## config.mk

```make
export PLATFORM = sky130hd
export DESIGN_NAME = timer_multi_ch
export DESIGN_NICKNAME = d
export VERILOG_FILES = /design/src/rtl/timer_multi_ch_pkg.sv /design/src/rtl/timer_multi_ch_channel.sv /design/src/rtl/timer_multi_ch.sv
export SDC_FILE = /design/constraint.sdc
export NUM_CORES = 1
export LEC_CHECK = 0
export ABC_AREA = 1
export BUFFER_PORTS_ARGS = -buffer_cell sky130_fd_sc_hd__clkbuf_2
export CORE_AREA = 10 10 228 230
export DETAILED_ROUTE_END_ITERATION = 10
export DIE_AREA = 0 0 238 240
export PLACE_DENSITY = 0.47
export SYNTH_ARGS = -nofsm -noshare
export SYNTH_HDL_FRONTEND = slang
export SYNTH_SLANG_ARGS = --single-unit
```

## constraint.sdc

```tcl
create_clock -name clk_i -period 8.8 [get_ports clk_i]
set_input_delay 1.32 -clock clk_i [delete_from_list [all_inputs] [get_ports clk_i]]
set_output_delay 1.32 -clock clk_i [all_outputs]
set_load 0.1 [all_outputs]
```

## src/rtl/timer_multi_ch_pkg.sv

```systemverilog
// -----------------------------------------------------------------------------
// timer_pkg
// Shared definitions for the multi-channel programmable timebase:
//   - default widths for the channel counter, channel index and prescaler
//   - channel state encoding (IDLE / RUN / DONE)
//   - clog2 helper clamped to a minimum of 1 (for channel index widths)
// -----------------------------------------------------------------------------
package timer_pkg;

    // Default channel counter width in base ticks
    localparam int CNT_W_DEF = 16;
    // Default channel index width (clog2 of the default 4 channels)
    localparam int CH_W_DEF  = 2;
    // Default prescaler counter width (2^13 >= 5000)
    localparam int PRE_W_DEF = 13;

    // Channel state encoding; DONE is only reachable in one-shot mode
    typedef enum logic [1:0] {
        CH_IDLE = 2'b00,
        CH_RUN  = 2'b01,
        CH_DONE = 2'b10
    } ch_state_e;

    // Ceiling log2, never less than 1 so that a single channel still gets a
    // one-bit index port
    function automatic int clog2_min1(input int n);
        int w;
        w = 0;
        while ((32'sd1 <<< w) < n) begin
            w = w + 1;
        end
        if (w < 1) begin
            w = 1;
        end
        return w;
    endfunction

endpackage

```

## src/rtl/timer_multi_ch_channel.sv

```systemverilog
// -----------------------------------------------------------------------------
// timer_channel
// One timebase channel. Counts base ticks up to a programmable period and
// produces a one-cycle terminal pulse, a square wave that toggles on every
// terminal event, and a sticky done flag in one-shot mode.
//
// Ports:
//   clk_i     in   system clock, rising edge
//   rst_i     in   asynchronous active-high reset
//   base_tick in   shared prescaler tick, one cycle wide
//   en        in   channel run enable, level sensitive
//   wr        in   config write for this channel (already decoded)
//   period    in   new period in base ticks, captured on wr
//   oneshot   in   new mode, captured on wr (1 = one-shot)
//   tick      out  terminal pulse, one cycle wide, registered
//   sq        out  square wave, registered
//   done      out  one-shot expired flag, registered
// -----------------------------------------------------------------------------
module timer_channel
    import timer_pkg::*;
#(
    parameter int CNT_W          = CNT_W_DEF,
    parameter int DEFAULT_PERIOD = 1
) (
    input  logic             clk_i,
    input  logic             rst_i,
    input  logic             base_tick,
    input  logic             en,
    input  logic             wr,
    input  logic [CNT_W-1:0] period,
    input  logic             oneshot,
    output logic             tick,
    output logic             sq,
    output logic             done
);

    ch_state_e        state_r;
    logic [CNT_W-1:0] cnt_r;
    logic [CNT_W-1:0] period_r;
    logic             oneshot_r;
    logic             tick_r;
    logic             sq_r;
    logic             done_r;
    logic [CNT_W-1:0] period_last_s;
    logic             period_zero_s;
    logic             new_period_zero_s;

    // Terminal count is period-1; only used when period_r is nonzero
    assign period_last_s     = period_r - CNT_W'(1);
    assign period_zero_s     = (period_r == '0);
    assign new_period_zero_s = (period == '0);

    // Channel state machine, counter, mode registers and registered outputs
    always_ff @(posedge clk_i or posedge rst_i) begin
        if (rst_i) begin
            state_r   <= CH_IDLE;
            cnt_r     <= '0;
            period_r  <= CNT_W'(DEFAULT_PERIOD);
            oneshot_r <= 1'b0;
            tick_r    <= 1'b0;
            sq_r      <= 1'b0;
            done_r    <= 1'b0;
        end else begin
            tick_r <= 1'b0;
            if (wr) begin
                // A write wins over any terminal event in the same cycle:
                // no tick, no toggle, no done; the count restarts from zero.
                period_r  <= period;
                oneshot_r <= oneshot;
                cnt_r     <= '0;
                done_r    <= 1'b0;
                if (en && !new_period_zero_s) begin
                    state_r <= CH_RUN;
                end else begin
                    state_r <= CH_IDLE;
                end
            end else begin
                case (state_r)
                    CH_IDLE: begin
                        cnt_r  <= '0;
                        done_r <= 1'b0;
                        if (en && !period_zero_s) begin
                            state_r <= CH_RUN;
                        end else begin
                            state_r <= CH_IDLE;
                        end
                    end
                    CH_RUN: begin
                        // Dropping enable suppresses a coincident terminal event
                        if (!en || period_zero_s) begin
                            state_r <= CH_IDLE;
                            cnt_r   <= '0;
                        end else if (base_tick) begin
                            if (cnt_r == period_last_s) begin
                                cnt_r  <= '0;
                                tick_r <= 1'b1;
                                sq_r   <= ~sq_r;
                                if (oneshot_r) begin
                                    state_r <= CH_DONE;
                                    done_r  <= 1'b1;
                                end else begin
                                    state_r <= CH_RUN;
                                end
                            end else begin
                                cnt_r <= cnt_r + CNT_W'(1);
                            end
                        end else begin
                            cnt_r <= cnt_r;
                        end
                    end
                    CH_DONE: begin
                        // Frozen until enable drops; a write is handled above
                        if (!en) begin
                            state_r <= CH_IDLE;
                            cnt_r   <= '0;
                            done_r  <= 1'b0;
                        end else begin
                            done_r  <= 1'b1;
                        end
                    end
                    default: begin
                        state_r <= CH_IDLE;
                        cnt_r   <= '0;
                        done_r  <= 1'b0;
                    end
                endcase
            end
        end
    end

    assign tick = tick_r;
    assign sq   = sq_r;
    assign done = done_r;

endmodule

```

## src/rtl/timer_multi_ch.sv

```systemverilog
// -----------------------------------------------------------------------------
// timer_multi_ch
// Multi-channel programmable timebase. A free-running prescaler produces a
// one-cycle base tick every PRESCALE clocks; N_CH independent channels count
// base ticks to individually programmed periods.
//
// Ports:
//   clk_i          in   system clock, rising edge
//   rst_i          in   asynchronous active-high reset
//   en_i           in   per-channel run enable (N_CH)
//   cfg_we_i       in   config write strobe, single cycle
//   cfg_ch_i       in   channel index for the write (CH_W)
//   cfg_period_i   in   new period in base ticks (CNT_W)
//   cfg_oneshot_i  in   1 = one-shot, 0 = periodic
//   base_tick_o    out  prescaler tick, one cycle wide
//   tick_o         out  per-channel terminal pulse (N_CH)
//   sq_o           out  per-channel square wave (N_CH)
//   done_o         out  per-channel one-shot expired flag (N_CH)
// -----------------------------------------------------------------------------
module timer_multi_ch
    import timer_pkg::*;
#(
    parameter int N_CH           = 4,
    parameter int CNT_W          = CNT_W_DEF,
    parameter int PRESCALE       = 5000,
    parameter int PRE_W          = PRE_W_DEF,
    parameter int DEFAULT_PERIOD = 1,
    parameter int CH_W           = CH_W_DEF
) (
    input  logic             clk_i,
    input  logic             rst_i,
    input  logic [N_CH-1:0]  en_i,
    input  logic             cfg_we_i,
    input  logic [CH_W-1:0]  cfg_ch_i,
    input  logic [CNT_W-1:0] cfg_period_i,
    input  logic             cfg_oneshot_i,
    output logic             base_tick_o,
    output logic [N_CH-1:0]  tick_o,
    output logic [N_CH-1:0]  sq_o,
    output logic [N_CH-1:0]  done_o
);

    localparam logic [PRE_W-1:0] PRE_LAST = PRE_W'(PRESCALE - 1);
    // Channel count held one bit wider than the index so N_CH itself fits
    localparam logic [CH_W:0]    N_CH_L   = (CH_W + 1)'(N_CH);

    logic [PRE_W-1:0] pre_cnt_r;
    logic             base_tick_r;
    logic             ch_in_range_s;
    logic [N_CH-1:0]  wr_s;

    // Free-running prescaler; base tick is registered so it appears the
    // cycle after the counter reaches its last value
    always_ff @(posedge clk_i or posedge rst_i) begin
        if (rst_i) begin
            pre_cnt_r   <= '0;
            base_tick_r <= 1'b0;
        end else begin
            base_tick_r <= (pre_cnt_r == PRE_LAST);
            if (pre_cnt_r == PRE_LAST) begin
                pre_cnt_r <= '0;
            end else begin
                pre_cnt_r <= pre_cnt_r + PRE_W'(1);
            end
        end
    end

    // Writes addressed beyond the last channel are dropped
    assign ch_in_range_s = ({1'b0, cfg_ch_i} < N_CH_L);

    // One-hot write decode from the shared config bus
    always_comb begin
        wr_s = '0;
        for (int i = 0; i < N_CH; i++) begin
            wr_s[i] = cfg_we_i && ch_in_range_s &&
                      ({1'b0, cfg_ch_i} == (CH_W + 1)'(i));
        end
    end

    for (genvar g = 0; g < N_CH; g++) begin : g_ch
        timer_channel #(
            .CNT_W          (CNT_W),
            .DEFAULT_PERIOD (DEFAULT_PERIOD)
        ) u_ch (
            .clk_i     (clk_i),
            .rst_i     (rst_i),
            .base_tick (base_tick_r),
            .en        (en_i[g]),
            .wr        (wr_s[g]),
            .period    (cfg_period_i),
            .oneshot   (cfg_oneshot_i),
            .tick      (tick_o[g]),
            .sq        (sq_o[g]),
            .done      (done_o[g])
        );
    end

    assign base_tick_o = base_tick_r;

endmodule

```

After elaboration in Yosys (flattened, before gate mapping)
Cells that the tools add are included.
{ "classes": {"n_addsub": 9, "mul": 0, "div_mod_pow": 0, "n_lt_le_gt_ge": 0, "eq_ne": 44, "shifts": 0, "muxes": 109, "bitwise_logic": 12, "n_reduce_logical": 51} }
{ "op_table": {"columns": ["operator", "count"], "rows": [
  ["$mux W16", 20],
  ["$pmux W16 S2", 4],
  ["$logic_not A16 Y1", 5],
  ["$add A16 B1 Y16 const B", 4],
  ["$eq A16 B16 Y1", 4],
  ["$sub A16 B1 Y16 const B", 4],
  ["$mux W1", 52],
  ["$mux W2", 24],
  ["$ne A3 B2 Y1 const B", 12],
  ["$ne A3 B1 Y1 const B", 8],
  ["$pmux W2 S3", 4],
  ["$reduce_and A5 Y1", 4],
  ["$ne A4 B1 Y1 const B", 4],
  ["$ne A4 B2 Y1 const B", 4],
  ["$reduce_and A4 Y1", 4],
  ["$add A13 B1 Y13 const B", 1],
  ["$eq A13 B13 Y1 const B", 1],
  ["$mux W13", 1],
  ["$eq A2 B2 Y1 const B", 6],
  ["$logic_and A1 B1 Y1", 12],
  ["$not A1 Y1", 12],
  ["$reduce_and A3 Y1", 4],
  ["$eq A2 B1 Y1 const B", 5],
  ["$logic_not A2 Y1", 5],
  ["other kinds (4)", 21]
]} }
{ "totals": {"register_bits": 166, "latch_bits": 0, "mem_bits_rw": 0, "mem_bits_ro": 0, "output_inout_bits": 13, "word_cells": 255, "memories": 0} }

Logic depth before layout (Yosys ltp)
{ "logic_depth": {"depth_word": 7, "ltp_mapped": 17, "ltp_nobuf": 17} }

By module
A second synthesis with hierarchy kept.
{ "unflattened": {"cells_unflattened": 1636, "hier_area_um2": 11656.2} }
{ "modules_own_cells": {"columns": ["module", "n_inst", "cells_per_inst", "area_each_um2"], "rows": [
  ["timer_channel at g_ch[1].u_ch ...", 2, 385, 2766.4],
  ["timer_channel at g_ch[3].u_ch", 1, 389, 2702.6],
  ["timer_channel at g_ch[0].u_ch", 1, 370, 2622.5],
  ["timer_multi_ch", 1, 107, 798.3]
]} }

Worst setup path before layout
Ideal clock, no wire load.
{ "synth_timing": {"path_type": "input-to-reg", "from": "input port cfg_we_i", "to": "register g_ch[0].u_ch.cnt_r[15]", "setup_ns": 0.119, "arrival_time_ns": 2.486, "required_time_ns": 8.681, "path_slack_ns": 6.195, "cell_stages": 10, "path_cell_list": "inv_1 -> nor3_1 -> inv_1 -> nand3_1 -> nand2_4 -> inv_6 -> nand2_4 -> inv_4 -> buf_12 -> nor2_2"} }
{ "synth_between": {"elab_chain_cells": 3, "word_cells_on_any_way": 5, "classes_between": "eq/ne (2); mux (1); reduce/logical (2)"} }
{ "synth_lines": {"columns": ["item", "line_no", "text"], "rows": [
  ["start, declared", "timer_multi_ch.sv:33", "input logic cfg_we_i,"],
  ["$logic_and A1 B1 Y1 *", "timer_multi_ch.sv:75", "wr_s[i] = cfg_we_i && ch_in_range_s &&"],
  ["$ne A4 B2 Y1 (no line) or $ne A3 B2 Y1 (tied branches)", null, null],
  ["$reduce_and A2 Y1 (no line)", null, null],
  ["end signal, assigned", "timer_multi_ch_channel.sv:105", "cnt_r <= cnt_r + CNT_W'(1);"],
  ["end signal, assigned", "timer_multi_ch_channel.sv:108", "cnt_r <= cnt_r;"],
  ["end, declared", "timer_multi_ch_channel.sv:38", "logic [CNT_W-1:0] cnt_r;"]
]} }
Every way passes the cells marked *; elsewhere a longest branch is shown, timed or not.
A chain may end at the register's enable or synchronous reset.

Final worst setup path
{ "layout_timing": {"from": "input port cfg_period_i[13]", "to": "register g_ch[2].u_ch.state_r[0]"} }
{ "layout_between": {"elab_chain_cells": 5} }
{ "layout_lines": {"columns": ["item", "line_no", "text"], "rows": [
  ["start, declared", "timer_multi_ch.sv:35", "input logic [CNT_W-1:0] cfg_period_i,"],
  ["$logic_not A16 Y1", "timer_multi_ch_channel.sv:51", "assign new_period_zero_s = (period == '0);"],
  ["$logic_not A1 Y1", "timer_multi_ch_channel.sv:72", "if (en && !new_period_zero_s) begin"],
  ["$logic_and A1 B1 Y1", "timer_multi_ch_channel.sv:72", null],
  ["$mux W1", "timer_multi_ch_channel.sv:72", null],
  ["$mux W2", "timer_multi_ch_channel.sv:65", "if (wr) begin"],
  ["end signal, assigned", "timer_multi_ch_channel.sv:73", "state_r <= CH_RUN;"],
  ["end signal, assigned", "timer_multi_ch_channel.sv:75", "state_r <= CH_IDLE;"],
  ["end signal, assigned", "timer_multi_ch_channel.sv:83", "state_r <= CH_RUN;"],
  ["end, declared", "timer_multi_ch_channel.sv:37", "ch_state_e state_r;"]
]} }
No other way between the ends.

==> results.tsv <==
metric	value	unit
number of cell rows	80	
diode count	0	
Ports	39	
Design Area, Final	0.0126	mm2
RSZ-0062 raised after global routing	no	
Die Width	238	um
maximum capacitance violations	0	
Synth Flop Type	dfrtp_1	
worst-path fanout max	5	
post-route setup slack	5.66	ns
Core Region	0.0473	mm2
register bit total from synthesis	166	
setup TNS	0	ns
vias in the first global route	9668	
final worst path period share	0.357	
largest net degree at the start of global routing	102	
Max IR drop VDD	0.120	mV
Vert. Die Dim	240	um
synth top area cells	dfrtp_1, nand2_1, inv_1	
Worst-Margin Slew	1.26	ns
via count	10000	
Final Hold Violating Endpoints	0	
worst slack at placement	5.15	ns
DR DRC count	0	
critical path class	input pin to register	
GPL Wtd Cong	0.864	
Clock Sinks	166	
Worst EP arrival	3.47	ns
synthesized instance count	1628	
mean cell area of the mapped netlist	6.91	um2
CTS tree	built	
Synth warnings	0	
total track usage	0.114	
Yosys cell types	51	
Post-CTS Setup Bufs	0	
CTS max path bufs	2	
first-pass GRT wire length	52.0	mm
Post-synth EDFFs	0	
post-synthesis cell area	0.0113	mm2
Max Transition Viols Final	0	
Root Driver	clkbuf_16	
TritonCTS Buffers	17	
post-CTS sizing	0	
drt via density	4.39	
Slowest-stage cell, CP	nor4_1	
GRT Residual Overflow	0	
PD cells	197	mW/mm2
Die ar.	0.0571	mm2
port bufs	38	
min cycle time layout	3.14	ns
Final Net Count	1699	
cell chain of the critical path	clkbuf_2, inv_1, nand4_1, nor4_1, inv_1, nand3_1, o211ai_1, nand3_1, nand2_1	
Clk pin slew, worst setup/hold paths	0.07	ns
status	finished, final reports clean	
WL per Instance	14.1	um
# setup viols final	0	
Worst path max stage delay	1.03	ns
share of post-route cells with drive strength above 1	0.0883	
WL final	32.3	mm
Area Growth Syn to Fin	12.4	%
Required @ worst endpoint	9.13	ns
clock latency on the worst-skew pair	0.44	ns
Max Freq	0.318	GHz
share of the synthesized area in the top cell type	0.360	
DP Area	0.0120	mm2
H-tree levels	4	
worst hold slack	0.471	ns
Net Count, Synth	1675	
Layout Cells excl Fill	2280	
asr flop ratio synth	1.00	
CP startpoint kind	input pin	
hold crit path type	register to register	
initial antenna violation count	0	
Rel. slew slack	0.150	
DP Cell Count	2248	
detailed placement HPWL	25.0	mm
Detail Route Antenna Nets	0	
sequential fraction of the synthesis area	0.370	
filler instances	5224	
leakage	5.89	nW
Hold-fix buffers, CTS	0	
Starting DRT DRC Count	625	
Final Util	0.267	
Yosys top cell by area	dfrtp_1	
Final Power	2.49	mW
CP Capture Type	register	
Starting Density	0.238	
DR pass1 iterations	5	
Layout Skew	0.00983	ns
-- final timing paths --
check | startpoint | endpoint | slack [ns] | cells past startpoint
max | cfg_period_i[13] | g_ch[2].u_ch.state_r[0] | 5.66 | 9
min | g_ch[3].u_ch.sq | g_ch[3].u_ch.sq | 0.47 | 1
max reg2reg | base_tick_o | g_ch[3].u_ch.cnt_r[14] | 5.81 | 7
min reg2reg | g_ch[3].u_ch.sq | g_ch[3].u_ch.sq | 0.47 | 1
max in group asynchronous | rst_i | g_ch[3].u_ch.period_r[11] | 6.19 | 3
min in group asynchronous | rst_i | g_ch[1].u_ch.cnt_r[11] | 1.04 | 2
-- critical path: cells and delay by family --
| kind | cells | cell delay [ns] |
|---|---|---|
| and+or+nand+nor | 5 | 1.46 |
| buffers and inverters | 3 | 0.58 |
| AOI/OAI and AO/OA | 1 | 0.10 |
-- metal layers --
layer	up-vias	GRT usage	share of wire
met3	34	0.0177	0.030
met4	0	0.0334	0.018
met2	153	0.189	0.46
met5	-	0	0
li1	5145	-	-
met1	4670	0.150	0.49
-- cell families after synthesis --
logic type | after synthesis | synth area share
XOR/XNOR | 93 | 0.0724
adder cells (fa/ha/maj) | 21 | 0.0234
flip-flops | 166 | 0.370
buffers and inverters | 270 | 0.0998
AND/OR/NAND/NOR | 920 | 0.360
AO/OA/AOI/OAI | 158 | 0.0746
-- registers in the layout, summed over array words and instances (netlist names) --
name	cells
pre_cnt_r	13
base_tick_o	1
g_ch.u_ch.oneshot_r	4
g_ch.u_ch.period_r	64
g_ch.u_ch.state_r	8
g_ch.u_ch.sq	4
g_ch.u_ch.cnt_r	64
g_ch.u_ch.done	4
g_ch.u_ch.tick	4
-- Yosys cell counts, drive strengths merged, types with 2 or more instances --
master,instances
nand3b,15
a21oi,33
o21ai,104
o22ai,8
dfstp,4
nand4,32
nand2,471
xor2,64
clkinv,2
or2,9
nor2,234
inv,231
buf,21
nor3b,2
nand3,121
a21boi,4
dfrtp,162
nor3,32
o211ai,3
clkbuf,16
xnor2,29
nor4,3
o21a,2
ha,21
-- cells in the final DEF (no fill, tap or decap), types with 4 or more instances in the layout --
cell and n:
o22ai_1 8, buf_4 4, nand3_1 117, clkbuf_16 17, ha_1 21, nand4_1 31, nand2_1 455, a21boi_0 4
nand2_2 13, xor2_1 64, nor3_1 29, a21oi_1 32, nor2_1 204, o21ai_0 102, inv_1 223, dfrtp_1 162
bufinv_16 4, xnor2_1 29, clkinv_2 4, nor2_4 6, clkbuf_2 38, nand3b_1 15, nor2_2 23, inv_2 5
or2_2 7, dfstp_2 4
-- final cells by class --
cell class / count / area [um2] / area share
Multi-Input combinational cell: 1192 / 5970 / 0.473
Sequential cell: 166 / 4160 / 0.329
Inverter: 233 / 887 / 0.0702
Tap cell: 615 / 769 / 0.0609
Clock buffer: 20 / 457 / 0.0361
Timing Repair Buffer: 42 / 220 / 0.0174
Clock inverter: 12 / 174 / 0.0138
-- power by group --
group	switching [mW]	internal [mW]
clock	0.328	0.490
sequential	0.0944	0.843
combinational	0.516	0.223
total	0.939	1.56
Power figures use the tool's default switching activity.
